**src/rtl/vec_gather.sv**
```systemverilog
// Double-banked element gatherer: packs a/b element pairs into vectors
// for the dot-product stage, with zero padding of short vectors.
module vec_gather #(
  parameter int VSIZE = 4,
  parameter int LW    = $clog2(VSIZE+1)
) (
  input  logic                clk,
  input  logic                rst_n,
  input  logic                s_valid,
  output logic                s_ready,
  input  logic [31:0]         s_a,
  input  logic [31:0]         s_b,
  input  logic                s_last,
  output logic [32*VSIZE-1:0] vec_a,
  output logic [32*VSIZE-1:0] vec_b,
  output logic [LW-1:0]       vec_len,
  output logic                vec_valid,
  input  logic                vec_ready
);

  localparam int IW = $clog2(VSIZE);

  logic [31:0]   mem_a [2][VSIZE];
  logic [31:0]   mem_b [2][VSIZE];
  logic [LW-1:0] len_q [2];
  logic [1:0]    full;
  logic          wr_bank;
  logic          rd_bank;
  logic [IW-1:0] idx;

  logic in_xfer;
  logic out_xfer;
  logic closing;

  assign s_ready   = !full[wr_bank];
  assign in_xfer   = s_valid && s_ready;
  assign closing   = s_last || (idx == IW'(VSIZE-1));
  assign vec_valid = full[rd_bank];
  assign out_xfer  = vec_valid && vec_ready;
  assign vec_len   = len_q[rd_bank];

  // Present the read bank's slots as flat vectors.
  always_comb begin
    vec_a = '0;
    vec_b = '0;
    for (int k = 0; k < VSIZE; k++) begin
      vec_a[32*k +: 32] = mem_a[rd_bank][k];
      vec_b[32*k +: 32] = mem_b[rd_bank][k];
    end
  end

  // Bank storage: fill the write bank, scrub the read bank on consume.
  always_ff @(posedge clk or negedge rst_n) begin
    if (!rst_n) begin
      for (int b = 0; b < 2; b++) begin
        len_q[b] <= '0;
        for (int k = 0; k < VSIZE; k++) begin
          mem_a[b][k] <= '0;
          mem_b[b][k] <= '0;
        end
      end
    end else begin
      if (out_xfer) begin
        len_q[rd_bank] <= '0;
        for (int k = 0; k < VSIZE; k++) begin
          mem_a[rd_bank][k] <= '0;
          mem_b[rd_bank][k] <= '0;
        end
      end
      if (in_xfer) begin
        mem_a[wr_bank][idx] <= s_a;
        mem_b[wr_bank][idx] <= s_b;
        if (closing)
          len_q[wr_bank] <= LW'(idx) + LW'(1);
      end
    end
  end

  // Bank pointers, slot index and full flags.
  always_ff @(posedge clk or negedge rst_n) begin
    if (!rst_n) begin
      full    <= '0;
      wr_bank <= 1'b0;
      rd_bank <= 1'b0;
      idx     <= '0;
    end else begin
      if (out_xfer) begin
        full[rd_bank] <= 1'b0;
        rd_bank       <= !rd_bank;
      end
      if (in_xfer) begin
        if (closing) begin
          full[wr_bank] <= 1'b1;
          wr_bank       <= !wr_bank;
          idx           <= '0;
        end else begin
          idx <= idx + IW'(1);
        end
      end
    end
  end

endmodule

```
**config.mk**
```make
export PLATFORM = sky130hd
export DESIGN_NAME = vec_gather
export DESIGN_NICKNAME = d
export VERILOG_FILES = /design/src/rtl/vec_gather.sv
export SDC_FILE = /design/constraint.sdc
export NUM_CORES = 1
export LEC_CHECK = 0
export ABC_CLOCK_PERIOD_IN_PS = 4100
export BUFFER_PORTS_ARGS = -buffer_cell sky130_fd_sc_hd__buf_2
export CAP_MARGIN = 20
export CORE_UTILIZATION = 55
export DETAILED_ROUTE_END_ITERATION = 12
export PLACE_DENSITY = 0.76
export SETUP_SLACK_MARGIN = 0.02
export SLEW_MARGIN = 20
export SYNTH_ARGS = -nofsm -noshare
export SYNTH_HDL_FRONTEND = slang
export SYNTH_SLANG_ARGS = --single-unit
```
**constraint.sdc**
```tcl
create_clock -name clk -period 4.1 [get_ports clk]
set_input_delay 0.82 -clock clk [delete_from_list [all_inputs] [get_ports clk]]
set_output_delay 0.82 -clock clk [all_outputs]
set_load 0.01 [all_outputs]
```
== Word-level counts from Yosys, hierarchy flattened ==
Index checks and enable logic that the tools add are counted.
Widths: inputs -> output; s select.

* Bits in latches: 0
* Flip-flop bits (word level): 524
* Output and inout port bits: 261
* RAM bits: 0
* ROM bits: 0
* Memories kept: 0
* Bits of input ports: 69
* Logic and storage cells: 114

* Multiply operators: 0
* Add/subtract/negate cells: 2
* Bitwise logic cells: 20
* Equality and inequality tests: 1
* Mux-type cells: 47
* Shifts and indexed selects: 0
* Magnitude comparators: 10
* Divide/modulo/power cells: 0
* Reductions and logical operators: 12

{| class="wikitable"
|+ Operators with widths
! cell !! count
|-
| $and 256x256->256 || 8
|-
| $mux 128 || 8
|-
| $mux 256 || 4
|-
| $not 256->256 || 4
|-
| $demux 128 s1 || 5
|-
| $bwmux 256 || 2
|-
| $mux 96 || 1
|-
| $demux 32 s2 || 1
|-
| $mux 32 || 2
|-
| $mux 64 || 1
|-
| $mux 6 || 3
|-
| $mux 3 || 5
|-
| $mux 2 || 4
|-
| $logic_and 1x1->1 || 7
|-
| $and 6x6->6 || 1
|-
| $bwmux 6 || 1
|-
| $demux 3 s1 || 2
|-
| $mux 1 || 6
|-
| $not 6->6 || 1
|-
| $ge 2x2->1 const B || 2
|-
| $lt 1x2->1 const B || 2
|-
| $lt 2x1->1 const B || 2
|-
| $not 1->2 || 2
|-
| $add 2x1->3 const B || 1
|-
| 13 further kinds || 17
|}

== Longest topological paths before layout ==
* Depth after elaboration: 13
* Depth in mapped cells: 6
* Depth with buffers taken out: 5

== Worst setup path after synthesis ==
Ideal clock, no wire load.

* Path type: reg-to-output
* Start: reg rd_bank
* End: out vec_b[0]
* Cell stages (with the launch flop): 4
* Arrival time: 1.235 ns
* Setup slack: 2.045 ns
* Cells stage by stage: dfrtp_1 clkbuf_1 buf_2 mux2_2

* Cells in the longest elaborated chain, start to end: 4

{| class="wikitable"
|+ RTL lines
! element !! RTL line !! source
|-
| from (decl) || 28 || <nowiki>logic rd_bank;</nowiki>
|-
| from (signal assigned) || 89 || <nowiki>rd_bank <= !rd_bank;</nowiki>
|-
| $not 1->2 (implied by the code) || 48 || <nowiki>vec_b[32*k +: 32] = mem_b[rd_bank][k];</nowiki>
|-
| $mux 128 (3 in series) || -- ||
|-
| to (decl) || 15 || <nowiki>output logic [32*VSIZE-1:0] vec_b,</nowiki>
|}

No other way between the ends. The select of a mux whose other input is x is not followed.

== Worst setup path after layout ==
* Start: reg rd_bank
* End: out vec_b[53]

The elaborated chain is that of the path after synthesis.

==> results.cfg <==
[outcome]
status = finished, final reports clean

[synth]
syn_nets = 1629
synth_area_sq_mm = 0.0221
synth_compound_area_share_pct = 20.6
synth_flop_cell = dfrtp_1
netlist_instances = 1556
muxShareOfSynthArea_pct = 13.5
synth_top_family_by_area = compound AO/OA/AOI/OAI gates
ys_async_sr_fraction_pct = 100
yosysSeqAreaShare_pct = 59.3
synth_edf_count = 0
synth_xor_area_share_pct = 0
yosys_warnings = 0
synth-seq-cells = 524
yosysUniqueCellTypes = 32
synthSimpleGateAreaFrac_pct = 1.20
syn_area_per_cell_sq_um = 14.2
synthAdderAreaFrac_pct = 0.226

[grt]
overflow = 0
grt_max_degree = 109
grt_pass1_wl_um = 95600
antenna_found_initial = 5
grt_pass1_vias = 15600
grt_usage_pct = 30.3

[timing]
final-setup-viol-count = 0
period_minus_slack_ps = 3560
hold_slack_ps = 297
min_period_over_period_pct = 86.8
rsz0062_at_grt = false
skew_ps = 16.9
fmax_mhz = 281
fin_tns_setup_ps = 0
slew_violations = 0
hold_violations = 0
slew_headroom_pct = 30.5
tightest_slew_ps = 1040

[setup_path]
end_kind = output port
cpPeakStageDelay_ps = 1120
r2r-end = mem_b[171]
rrSetupSlack_ps = 1280
critPathKind = reg2out
crit_arrival_ps = 2740
ff2ff_path_depth = 4
start_kind = register
worst_ep_required_time_ps = 3280
cp_slowest_cell = dfrtp_4
cp_max_fo = 69
cp_cell_sequence = buf_4 -> mux2_2 -> buf_2
worstReg2RegStart = rd_bank

[power_and_ir_drop]
ir_drop_v = 0.000500
leakagePower_nw = 13.3
power_density_mw_per_mm2 = 801

[place]
gp_congestion = 0.842
hpwl_um = 36700
port_buffers = 329

[cts]
clock_sinks = 524
htree_levels = 2
cts_buffer_depth = 3
cts_hold_buf = 0
cts_tree = built
clock_latency_ps = 600
cts_resized = 0
cts_root_buf = clkbuf_16
cts_setup_buffers = 0
clk_pin_slew_worst_paths_ps = 60
cts_buffers = 52

[die]
dieArea_sq_mm = 0.0410
start_util_pct = 55.7
ioPinCount = 330
die_h_um = 203
die_w_um = 203
core_sq_mm = 0.0397
rows = 73

[run]
cap_viol_max_count = 0

[final_layout]
syn2layout_area_growth_pct = 15.2
nNetsFinal = 1846
layout-drive-gt1-share_pct = 40.3
final_common_cell = dfrtp_1
final_cell_mix = 523 x dfrtp_1, 512 x a22o_1, 328 x buf_2

[drt]
drt_iter0_drc = 1295
wire_per_inst_um = 26.6
drt_pass1_iterations = 5
routed-via-count = 15300
ant_nets = 0
drc = 0
wirelength_um = 62300
via_per_inst = 6.53

[min_path]
hold_class = in2async
-- worst max-delay path, delay by kind of cell, from the launching register on --
kind	cells	cell delay, ps
muxes	1	390
DFF	1	1120
buffers and inverters	2	590
-- layout make-up --
cell class                 count  area, sq um
fill                        2955        14200
sequential                   524        13100
multi-input combinational    824         7870
timing repair buffer         367         2070
clock buffer                  78         1560
tap                          525          657
clock inverter                15          193
inverter                       4         15.0
antenna                        6         15.0
-- synthesized netlist by cell type, types with 2 or more instances --
cell type | count | area [sq um]
a21oi_1 | 3 | 15.0
a22o_1 | 512 | 4480
a31o_2 | 2 | 17.5
and4b_1 | 4 | 40.0
and4bb_1 | 2 | 25.0
and4bb_2 | 2 | 25.0
buf_1 | 64 | 240
buf_2 | 77 | 385
buf_4 | 38 | 285
buf_6 | 19 | 214
clkbuf_1 | 5 | 18.8
dfrtp_1 | 524 | 13100
ha_1 | 4 | 50.1
inv_1 | 4 | 15.0
mux2_2 | 260 | 2930
mux2i_1 | 5 | 50.1
nand2_1 | 6 | 22.5
nand3_1 | 2 | 10.0
nor2_1 | 2 | 7.51
nor2_4 | 8 | 90.1
o21ai_0 | 2 | 10.0
-- kinds of logic (layout without fill, tap and decap cells) --
group                      count (synthesis)  count (layout)
and+or+nand+nor                           32              32
DFF                                      524             524
adders and majority gates                  4               4
muxes                                    265             265
buffers and inverters                    208             464
AOI/OAI and AO/OA                        523             523
other                                      0               6
-- through the flow --
step	area [sq um]	worst slack, ps	util, %	cells	total power (W)
after global routing	25500	433	64.1	2339	0.0214
final	25500	543	64.2	2343	0.0204
after global placement	23700	1150	59.7	2244	0.0153
after detailed placement	23700	1150	59.7	2244	0.0155
after CTS	25500	513	64.1	2337	0.0204
after floorplan	22100	2040	-	1556	0.0128
-- registers in the layout, summed over array words and instances (netlist names) --
name	count
mem_a	256
wr_bank	1
mem_b	256
rd_bank	1
idx	2
full	2
len_q	6
-- power breakdown --
group          total [W]  internal (W)  switching, W
Combinational    0.00740       0.00361       0.00378
Sequential       0.00815       0.00694       0.00121
Clock            0.00486       0.00287       0.00200
Total             0.0204        0.0134       0.00699
-- how the worst max path moves through the flow --
| stage | slack, ps | from | to | cells past startpoint |
|---|---|---|---|---|
| after floorplan | 2040 | rd_bank | vec_b[0] | 3 |
| after global placement | 1150 | rd_bank | vec_b[99] | 3 |
| after detailed placement | 1150 | rd_bank | vec_b[100] | 3 |
| after CTS | 510 | rd_bank | vec_b[100] | 3 |
| after global routing | 430 | rd_bank | vec_b[114] | 3 |
| final | 540 | rd_bank | vec_b[53] | 3 |
-- routing by layer --
layer  share of wire (%)  global-route usage, %  vias up  routed length, um
li1                    -                      -     6336                  -
met1                  43                   43.9     8059              27100
met2                  45                   45.0      778              27800
met3                 9.3                   7.56      120               5780
met4                 2.6                   9.34        2               1650
met5               0.022                      0        -                 14
Note: power is estimated with default switching activity, not from simulation.
